--- src/rtl/nibble_pkg.sv ---
// ============================================================================
//  Module   : nibble_pkg
//  Purpose  : Constants, FSM encoding and helpers shared by the nibble stages.
//  Revision : 1.0 - initial release
// ============================================================================
`default_nettype none

package nibble_pkg;

  localparam int NIBBLE_W     = 4;
  // Must track the pipeline depth of nibble_mayor_2in.
  localparam int COMP_LATENCY = 4;

  localparam logic ST_IDLE = 1'b0;
  localparam logic ST_ACUM = 1'b1;

  typedef enum logic {
    S_IDLE = ST_IDLE,
    S_ACUM = ST_ACUM
  } acc_state_e;

  function automatic int idx_width(input int frame_len);
    return (frame_len > 1) ? $clog2(frame_len) : 1;
  endfunction

endpackage

`default_nettype wire

--- src/rtl/nibble_mayor_acumulador_if.sv ---
// ============================================================================
//  Module   : nibble_mayor_acumulador_if
//  Purpose  : Sample input and buffered frame-result output of the accumulator.
//  Revision : 1.0 - initial release
// ============================================================================
`default_nettype none

interface nibble_mayor_acumulador_if
  import nibble_pkg::*;
#(
  parameter int IDX_W = 2
);

  logic                acc_in_valid;
  logic [NIBBLE_W-1:0] acc_nibble;
  logic                acc_out_valid;
  logic                acc_out_ready;
  logic [NIBBLE_W-1:0] acc_out_max;
  logic [IDX_W-1:0]    acc_out_idx;
  logic                acc_overflow;

  modport master (
    output acc_in_valid,
    output acc_nibble,
    output acc_out_ready,
    input  acc_out_valid,
    input  acc_out_max,
    input  acc_out_idx,
    input  acc_overflow
  );

  modport slave (
    input  acc_in_valid,
    input  acc_nibble,
    input  acc_out_ready,
    output acc_out_valid,
    output acc_out_max,
    output acc_out_idx,
    output acc_overflow
  );

endinterface

`default_nettype wire

--- src/rtl/nibble_fifo2.sv ---
// ============================================================================
//  Module   : nibble_fifo2
//  Purpose  : Two-entry FIFO; the head register holds its value once drained.
//  Revision : 1.0 - initial release
// ============================================================================
`default_nettype none

module nibble_fifo2 #(
  parameter int WIDTH = 6
) (
  input  logic             CLK,
  input  logic             RESET_L,
  input  logic             clear,
  input  logic             push,
  input  logic             pop,
  input  logic [WIDTH-1:0] din,
  output logic [WIDTH-1:0] dout,
  output logic             full,
  output logic             empty
);

  logic [WIDTH-1:0] head_q, head_d;
  logic [WIDTH-1:0] tail_q, tail_d;
  logic [1:0]       count_q, count_d;
  logic             do_pop;
  logic             do_push;

  always_comb begin
    head_d  = head_q;
    tail_d  = tail_q;
    count_d = count_q;
    // A pop on an empty FIFO is void; a full FIFO only takes a push it can pop for.
    do_pop  = pop && (count_q != 2'd0);
    do_push = push && ((count_q != 2'd2) || do_pop);

    if (clear) begin
      count_d = 2'd0;
    end else begin
      case ({do_push, do_pop})
        2'b11: begin
          if (count_q == 2'd1) begin
            head_d = din;
          end else begin
            head_d = tail_q;
            tail_d = din;
          end
        end
        2'b10: begin
          if (count_q == 2'd0) head_d = din;
          else                 tail_d = din;
          count_d = count_q + 2'd1;
        end
        2'b01: begin
          if (count_q == 2'd2) head_d = tail_q;
          count_d = count_q - 2'd1;
        end
        default: ;
      endcase
    end
  end

  always_ff @(posedge CLK or negedge RESET_L) begin
    if (!RESET_L) begin
      head_q  <= '0;
      tail_q  <= '0;
      count_q <= 2'd0;
    end else begin
      head_q  <= head_d;
      tail_q  <= tail_d;
      count_q <= count_d;
    end
  end

  assign dout  = head_q;
  assign full  = (count_q == 2'd2);
  assign empty = (count_q == 2'd0);

endmodule

`default_nettype wire

--- src/rtl/nibble_mayor_acumulador.sv ---
// ============================================================================
//  Module   : nibble_mayor_acumulador
//  Purpose  : Per-frame maximum nibble and first-occurrence index of the
//             comparator winner stream, buffered behind valid/ready.
//  Revision : 1.0 - initial release
// ============================================================================
`default_nettype none

module nibble_mayor_acumulador
  import nibble_pkg::*;
#(
  parameter int LATENCY   = COMP_LATENCY,
  parameter int FRAME_LEN = 4
) (
  input  logic                        CLK,
  input  logic                        RESET_L,
  input  logic                        acc_clear,
  nibble_mayor_acumulador_if.slave    bus
);

  localparam int               IDX_W    = idx_width(FRAME_LEN);
  localparam int               ENTRY_W  = NIBBLE_W + IDX_W;
  localparam logic [IDX_W-1:0] CNT_LAST = IDX_W'(FRAME_LEN - 1);

  logic [LATENCY-1:0]  dly_q, dly_d, dly_shift;
  logic                smp;
  acc_state_e          state_q, state_d;
  logic [IDX_W-1:0]    cnt_q, cnt_d;
  logic [NIBBLE_W-1:0] max_q, max_d;
  logic [IDX_W-1:0]    idx_q, idx_d;
  logic                overflow_q, overflow_d;

  logic                push;
  logic                pop;
  logic                full;
  logic                empty;
  logic [ENTRY_W-1:0]  push_data;
  logic [ENTRY_W-1:0]  head;

  // acc_in_valid travels alongside the pair through the comparator pipeline.
  generate
    if (LATENCY == 1) begin : g_dly_single
      assign dly_shift = bus.acc_in_valid;
    end else begin : g_dly_multi
      assign dly_shift = {dly_q[LATENCY-2:0], bus.acc_in_valid};
    end
  endgenerate

  assign smp = dly_q[LATENCY-1];
  assign pop = !empty && bus.acc_out_ready;

  always_comb begin
    dly_d      = dly_shift;
    state_d    = state_q;
    cnt_d      = cnt_q;
    max_d      = max_q;
    idx_d      = idx_q;
    overflow_d = overflow_q;
    push       = 1'b0;

    if (acc_clear) begin
      dly_d      = '0;
      state_d    = S_IDLE;
      cnt_d      = '0;
      overflow_d = 1'b0;
    end else begin
      if (smp) begin
        case (state_q)
          S_IDLE: begin
            max_d   = bus.acc_nibble;
            idx_d   = '0;
            cnt_d   = IDX_W'(1);
            state_d = S_ACUM;
          end
          S_ACUM: begin
            // Strict compare so ties keep the earliest index.
            if (bus.acc_nibble > max_q) begin
              max_d = bus.acc_nibble;
              idx_d = cnt_q;
            end
            if (cnt_q == CNT_LAST) begin
              push    = 1'b1;
              cnt_d   = '0;
              state_d = S_IDLE;
            end else begin
              cnt_d = cnt_q + 1'b1;
            end
          end
          default: state_d = S_IDLE;
        endcase
      end
      if (push && full && !pop) overflow_d = 1'b1;
    end
  end

  always_ff @(posedge CLK or negedge RESET_L) begin
    if (!RESET_L) begin
      dly_q      <= '0;
      state_q    <= S_IDLE;
      cnt_q      <= '0;
      max_q      <= '0;
      idx_q      <= '0;
      overflow_q <= 1'b0;
    end else begin
      dly_q      <= dly_d;
      state_q    <= state_d;
      cnt_q      <= cnt_d;
      max_q      <= max_d;
      idx_q      <= idx_d;
      overflow_q <= overflow_d;
    end
  end

  // The pushed entry already includes the closing sample.
  assign push_data = {max_d, idx_d};

  nibble_fifo2 #(
    .WIDTH (ENTRY_W)
  ) u_fifo (
    .CLK     (CLK),
    .RESET_L (RESET_L),
    .clear   (acc_clear),
    .push    (push),
    .pop     (pop),
    .din     (push_data),
    .dout    (head),
    .full    (full),
    .empty   (empty)
  );

  assign bus.acc_out_valid = !empty;
  assign bus.acc_out_max   = head[ENTRY_W-1:IDX_W];
  assign bus.acc_out_idx   = head[IDX_W-1:0];
  assign bus.acc_overflow  = overflow_q;

endmodule

`default_nettype wire
--- src/flat_wrapper.sv ---
// flat-port wrapper written by rule: the top's interface ports become plain ports
module nibble_mayor_acumulador_flat import nibble_pkg::*;
#(
  parameter int LATENCY   = COMP_LATENCY,
  parameter int FRAME_LEN = 4
)
  (CLK, RESET_L, acc_clear, bus_acc_in_valid, bus_acc_nibble, bus_acc_out_ready, bus_acc_out_valid, bus_acc_out_max, bus_acc_out_idx, bus_acc_overflow);
  nibble_mayor_acumulador_if bus_i ();
  input  logic CLK;
  input  logic RESET_L;
  input  logic acc_clear;
  input wire logic [$bits(bus_i.acc_in_valid)-1:0] bus_acc_in_valid;
  input wire logic [$bits(bus_i.acc_nibble)-1:0] bus_acc_nibble;
  input wire logic [$bits(bus_i.acc_out_ready)-1:0] bus_acc_out_ready;
  output wire logic [$bits(bus_i.acc_out_valid)-1:0] bus_acc_out_valid;
  output wire logic [$bits(bus_i.acc_out_max)-1:0] bus_acc_out_max;
  output wire logic [$bits(bus_i.acc_out_idx)-1:0] bus_acc_out_idx;
  output wire logic [$bits(bus_i.acc_overflow)-1:0] bus_acc_overflow;
  assign bus_i.acc_in_valid = bus_acc_in_valid;
  assign bus_i.acc_nibble = bus_acc_nibble;
  assign bus_i.acc_out_ready = bus_acc_out_ready;
  assign bus_acc_out_valid = bus_i.acc_out_valid;
  assign bus_acc_out_max = bus_i.acc_out_max;
  assign bus_acc_out_idx = bus_i.acc_out_idx;
  assign bus_acc_overflow = bus_i.acc_overflow;
  nibble_mayor_acumulador #(.LATENCY(LATENCY), .FRAME_LEN(FRAME_LEN)) u_core (.CLK(CLK), .RESET_L(RESET_L), .acc_clear(acc_clear), .bus(bus_i));
endmodule
--- config.mk ---
export PLATFORM = sky130hd
export DESIGN_NAME = nibble_mayor_acumulador_flat
export DESIGN_NICKNAME = d
export VERILOG_FILES = /design/src/rtl/nibble_pkg.sv /design/src/rtl/nibble_mayor_acumulador_if.sv /design/src/rtl/nibble_fifo2.sv /design/src/rtl/nibble_mayor_acumulador.sv /design/src/flat_wrapper.sv
export SDC_FILE = /design/constraint.sdc
export NUM_CORES = 1
export LEC_CHECK = 0
export CORE_MARGIN = 1.5
export CORE_UTILIZATION = 55
export DETAILED_ROUTE_END_ITERATION = 8
export GPL_ROUTABILITY_DRIVEN = 0
export GPL_TIMING_DRIVEN = 0
export MAX_ROUTING_LAYER = met4
export PLACE_DENSITY = 0.81
export SYNTH_ARGS = -nofsm -noshare
export SYNTH_HDL_FRONTEND = slang
export SYNTH_SLANG_ARGS = --single-unit
--- constraint.sdc ---
create_clock -name CLK -period 2.3 [get_ports CLK]
set_clock_uncertainty 0.05 [all_clocks]
set_input_delay 0.46 -clock CLK [delete_from_list [all_inputs] [get_ports CLK]]
set_output_delay 0.46 -clock CLK [all_outputs]
set_load 0.03 [all_outputs]
==> impl_metrics.py <==
metrics = {
    "outcome": {
        "status": "finished clean",
    },
    "power_and_ir_drop": {
        "p_comb_share_pct": 47.4,
        "power-per-cell-area_nw_per_um2": 926,
        "seqPwrFrac_pct": 38.2,
        "leakagePower_uw": 0.000815,
        "p_total_uw": 1670,
        "p_int_uw": 1010,
        "clkPwrFrac_pct": 14.4,
        "switching_share_pct": 39.2,
        "peakVddDrop_mv": 0.660,
        "switching_power_uw": 654,
    },
    "sta": {
        "grt_setup_unrepaired": "no",
        "setup_slack_ps": 57.4,
        "slew_headroom_pct": 58.7,
        "drv_slew": 0,
        "fin_crit_ps": 2240,
        "hold_ws_ps": 64.5,
        "fmax_ghz": 0.446,
        "finalSetupViolations": 0,
        "finalCritPeriodShare_pct": 97.5,
        "tns_ps": 0,
        "tightest_slew_ps": 620,
        "hold_viol": 0,
    },
    "worst_setup_path": {
        "timing.rr.start": "u_core.max_q[1]",
        "timing.rr.end": "u_core.u_fifo.dout[5]",
        "crit_path_frequent_cell": "o211ai_1",
        "critPathMaxFanout": 4,
        "crit_path_cell_trace": "inv_1, ha_1, nor2b_1, o211ai_1, a31o_4, mux2i_4, o211ai_1, o22a_1",
        "slowest_delay_ps": 420,
        "arrival_ps": 2430,
        "path_class": "register to register",
        "crit_path_end_kind": "register",
        "cp_data_required_time_ps": 2490,
        "start_kind": "register",
        "cpMaxStageDelayCell": "dfrtp_1",
        "r2r_slack_ps": 60,
        "r2r_cells": 8,
    },
    "place": {
        "place_ws_ps": -475,
        "portBuffers": 16,
        "hpwl_um": 2160,
    },
    "cts": {
        "cts_hold_buf": 0,
        "clk_pin_slew_worst_paths_ps": 150,
        "cts_inserted_buffers": 3,
        "root_buffer": "clkbuf_4",
        "cts_tree": "done",
        "htree_levels": 1,
        "cts_setup_buffers": 0,
        "clk_path_buf_depth": 2,
        "clock_sinks": 28,
        "clock_latency_ps": 330,
    },
    "die": {
        "design.die.area_sq_um": 3090,
        "core_area_sq_um": 2540,
        "die_w_um": 55.6,
        "die-height_um": 55.6,
        "io_pins": 17,
        "start_util_pct": 59.8,
        "row_count": 18,
    },
    "routing": {
        "drc": 0,
        "totalWireLength_um": 2970,
        "drtIter0Drc": 17,
        "wl_per_cell_um": 14.9,
        "first_pass_iters": 4,
        "ant_nets": 0,
        "vias_per_cell": 5.82,
        "vias": 1158,
    },
    "logic_synthesis": {
        "netlist_area_sq_um": 1520,
        "yosysSeqAreaShare_pct": 46.1,
        "synth_area_per_cell_sq_um": 10.2,
        "yosysTopAreaCell": "dfrtp_1",
        "yosys_warnings": 0,
        "ys_ff_latch": 28,
        "synth.distinct_cells": 36,
        "syn-num-nets": 166,
        "synth.top_cell.area_share_pct": 46.1,
        "synthTopCellsByArea": "dfrtp_1, ha_1, a21oi_1, mux2i_2, inv_1",
        "syn_inst": 149,
    },
    "finish": {
        "fin_nets": 187,
        "area_growth_pct": 18.3,
        "num_antenna_cells": 0,
        "drive_above_1_share_pct": 13.6,
        "final_core_util_pct": 70.7,
    },
    "global_route": {
        "grt.overflow.total": 0,
        "grt_pass1_vias": 1187,
        "grt_antenna_before_repair": 0,
        "grt_max_degree": 29,
        "grt_pass1_wl_um": 5130,
        "grt_use_total_pct": 21.5,
    },
    "run": {
        "max_cap_viol_count": 0,
    },
    "hold_path": {
        "timing.hold.worst.class": "input port to async pin",
    },
}
worst max-delay path by stage:
| stage | from | to | cells past startpoint |
|---|---|---|---|
| after floorplan | bus_acc_nibble[3] | u_core.u_fifo.dout[5] | 7 |
| after global placement | bus_acc_nibble[0] | u_core.u_fifo.dout[5] | 9 |
| after detailed placement | bus_acc_nibble[0] | u_core.u_fifo.dout[5] | 9 |
| after CTS | bus_acc_nibble[2] | u_core.u_fifo.dout[5] | 8 |
| after global routing | u_core.max_q[1] | u_core.u_fifo.dout[5] | 8 |
| final | u_core.max_q[1] | u_core.u_fifo.dout[5] | 8 |
area by class of cell:
type	count	area [sq um]
inverters	13	48.8
well taps	30	37.5
clock buffers	4	36.3
repair buffers	16	153
plain buffers	6	43.8
flip-flops and latches	28	701
fillers	204	744
multi-input cells	102	781
through the flow:
stage | instances | cell area, sq um
floorplan | 149 | 1520
global placement | 195 | 1720
detailed placement | 195 | 1720
CTS | 199 | 1790
global route | 199 | 1800
finish | 199 | 1800
metal layers:
metal,wire length [um],GRT usage [%],part of all wire (%),vias up
li1,-,-,-,564
met1,1370,26.2,46,574
met4,41,9.76,1.4,0
met3,61,3.72,2.1,4
met2,1500,35.2,50,16
met5,0,-,0,-
synthesized netlist by cell type, drive strengths merged:
library cell	count
and2	1
nand3b	2
ha	8
o21a	1
o22a	4
o211ai	5
a31oi	1
a21o	2
dfrtp	28
a22o	1
nand2b	2
nor2b	7
a211oi	2
or3b	1
a2111oi	1
a21oi	12
nand2	12
nor4	1
mux2i	6
buf	5
o21ai	13
mux2	3
and4	1
clkbuf	1
xnor2	1
nor2	10
a31o	1
or4	1
nand3	3
inv	13
layout by cell type (no fill, tap or decap), types with 2 or more instances in the layout:
| cell type | instances |
|---|---|
| buf_6 | 2 |
| a211oi_1 | 2 |
| mux2_4 | 2 |
| a21oi_1 | 12 |
| nand3b_1 | 2 |
| o22a_1 | 4 |
| mux2i_4 | 4 |
| o21ai_0 | 6 |
| ha_2 | 2 |
| inv_1 | 13 |
| nor2b_1 | 7 |
| ha_1 | 6 |
| a21o_1 | 2 |
| dlygate4sd2_1 | 4 |
| nand3_1 | 3 |
| mux2i_1 | 2 |
| clkdlybuf4s50_1 | 10 |
| o211ai_1 | 5 |
| o21ai_1 | 7 |
| clkbuf_4 | 3 |
| nand2_1 | 12 |
| dfrtp_1 | 28 |
| buf_2 | 3 |
| nor2_1 | 10 |
registers in the layout, indices dropped and copies added, names as in the netlist:
signal,count
u_core.u_fifo.tail_q,6
u_core.bus.acc_overflow,1
u_core.idx_q,2
u_core.u_fifo.dout,6
u_core.state_q,1
u_core.cnt_q,2
u_core.u_fifo.count_q,2
u_core.max_q,4
u_core.dly_q,4
power by group through the flow:
| stage | Sequential (uW) | Combinational (uW) | Clock (uW) |
|---|---|---|---|
| finish | 637 | 791 | 240 |
| detailed placement | 641 | 759 | 0 |
| global route | 646 | 858 | 260 |
| global placement | 636 | 731 | 0 |
| CTS | 636 | 763 | 245 |
| floorplan | 743 | 404 | 0 |
worst max-delay path, delay by kind of cell, from the launching register on:
family                     cells  cell delay (ps)
buffers and inverters          1               60
AOI/OAI and AO/OA              4              900
DFF                            1              420
adders and majority gates      1              290
and+or+nand+nor                1              140
muxes                          1              290
timing repair:
action | 4_1_cts | 5_1_grt
endpoints found under the hold margin | 0 | 0
gates resized for setup | 8 | 4
setup endpoints to repair | 5 | 6
pin swaps | 3 | 1
logic make-up after synthesis:
logic type | count (synthesis) | share of synthesized area [%]
fa+ha+maj | 8 | 6.58
simple gates | 41 | 14.5
buf+inv | 19 | 6.09
mux | 9 | 7.65
xor+xnor | 1 | 0.576
flops | 28 | 46.1
compound gates | 43 | 18.6
(Power assumes the default switching activity.)
==> patch, RTL diff (config.mk and constraints unchanged) <==
`NIBBLE_W`: 4 -> 6.
--- a/src/rtl/nibble_pkg.sv
+++ b/src/rtl/nibble_pkg.sv
@@ -7,7 +7,7 @@
 
 package nibble_pkg;
 
-  localparam int NIBBLE_W     = 4;
+  localparam int NIBBLE_W     = 6;
   // Must track the pipeline depth of nibble_mayor_2in.
   localparam int COMP_LATENCY = 4;
 
Interface: changed (resized bus_acc_nibble and bus_acc_out_max); port bits go from 17 to 21. The function was not compared with the original's and may differ.
==> patch against the original RTL <==
Final area increased by 22%; critical endpoint is now u_core.u_fifo.tail_q[0]; critical path depth is the same; non-clock buffer count increased by 5; largest cell class unchanged; global-route usage up 4.9 points; wire length grew 44%; sequential cell count up 6; total power up 11%; setup slack got worse by 0.015 ns; first-iteration DRC count rose to 6.0 times the old value; via count is 36% higher; hold slack better by 0.062 ns; area after synthesis increased by 22%.
==> patch: results (changes against the original RTL) <==
* Status: finished, final reports clean
* First-pass GRT wire length at 7003 µm (+36%)
* Sequential area share after synthesis at 0.4595 (-0.001067)
* Least-Margin Pin Slew at 0.7416 ns (+0.1216 ns)
* Total wire length at 4265 µm (+44%)
* Net Switching at 691.3 µW (+5.8%)
* Vias in the first global route at 1519 (+28%)
* Via count of the routed design at 1570 (+36%)
* Post-Synth XOR/XNOR Area at 0.004730 (-0.001027)
* Mux contribution to synthesized area at 0.02703 (-0.04945)
* Clock group at 320 µW (+33%)
* Nets at 237 (+27%)
* Initial antenna violation count at 0 (unchanged)
* Total power at 1.855 mW (+11%)
* Commonest cells post-synth: 34 x dfrtp_1, 20 x nor2_1, 15 x o21ai_0, 14 x inv_1, 12 x a31oi_1
* Clock-pin slew on the worst setup and hold paths at 0.10 ns (-0.05 ns)
* H-tree depth at 2 (+1)
* Comb pwr at 778 µW (-2%)
* Post-Layout Cell Count at 259 (+30%)
* Layout cells sized above 1 at 0.1163 (-0.01982)
* Synth Area in Adders at 0.06757 (+0.001778)
* Max IR drop VDD at 547.1 µV (-17%)
* Mapped Cells at 188 (+26%)
* Largest net degree at the start of global routing at 35 (+21%)
* DP HPWL at 3074 µm (+43%)
* Slowest-stage cell, CP: clkdlybuf4s50_1
* Initial DRC Count at 102 (+85)
* First-pass DRT Iterations at 4 (unchanged)
* Area grow syn2layout at 18.85%
* Largest stage delay, worst path at 0.48 ns (+0.06 ns)
* Setup WS pre-CTS at -0.3405 ns (+0.1342 ns)
* Unique masters post-synth at 35 (-2.8%)
* Area contributors post-synth: dfrtp_1 46%, ha_1 6.8%, a31oi_1 4.1%, nor2_1 4.1%, o21ai_0 4.1%
* Synth Area in Compound Gates at 0.2189 (+0.03306)
* Post-placement cell count at 252 (+29%)
* Pleak at 0.9994 nW (+23%)
* PortBufs at 20 (+4)
* Cell Area, Placed at 2102 µm² (+22%)
* Yosys warns at 0 (unchanged)
* CTS Buf Count at 5 (+2)
* # fillers at 253 (+24%)
* Crit Path Max Fanout at 3 (-1)
-- patch: changes by cell type after synthesis, sizes merged, moves of 5 or more --
cell | unedited run | this run
o21ba | 0 | 8
a31oi | 1 | 12
nor2 | 10 | 21
nand3 | 3 | 9
a21oi | 12 | 7
dfrtp | 28 | 34
o22ai | 0 | 8
-- patch: timing repair --
action / in CTS / in global routing
setup buffers: 0 / 1
endpoints found under the setup margin: 1 / 8
resized for setup: 1 / 7
hold endpoints to repair: 0 / 0
pin swaps: 0 / 2
-- patch: final timing paths --
| check | startpoint | end | cells after the start | slack [ns] |
|---|---|---|---|---|
| hold / removal | RESET_L | u_core.cnt_q[1] | 1 | 0.13 |
| hold reg to reg | u_core.dly_q[2] | u_core.dly_q[3] | 1 | 0.43 |
| min in group CLK | u_core.dly_q[2] | u_core.dly_q[3] | 1 | 0.43 |
| setup / recovery | bus_acc_nibble[5] | u_core.u_fifo.tail_q[0] | 8 | 0.04 |
| setup reg to reg | u_core.cnt_q[0] | u_core.u_fifo.dout[7] | 6 | 0.19 |
| max in group asynchronous | RESET_L | u_core.u_fifo.dout[2] | 1 | 1.60 |
-- patch: layout make-up --
| type | instances | area share |
|---|---|---|
| multi-input cells | 134 | 0.4326 |
| well taps | 44 | 0.02501 |
| inverters | 14 | 0.02388 |
| clock buffers | 6 | 0.02331 |
| plain buffers | 6 | 0.01706 |
| repair buffers | 21 | 0.09153 |
| flip-flops and latches | 34 | 0.3866 |
-- patch: per-layer routing --
metal	vias to the layer above	global-route usage	share of wire
met4	0	0.09938	0.016
met5	-	-	0
met3	8	0.07143	0.050
met1	770	0.3406	0.43
met2	56	0.4012	0.51
li1	736	-	-
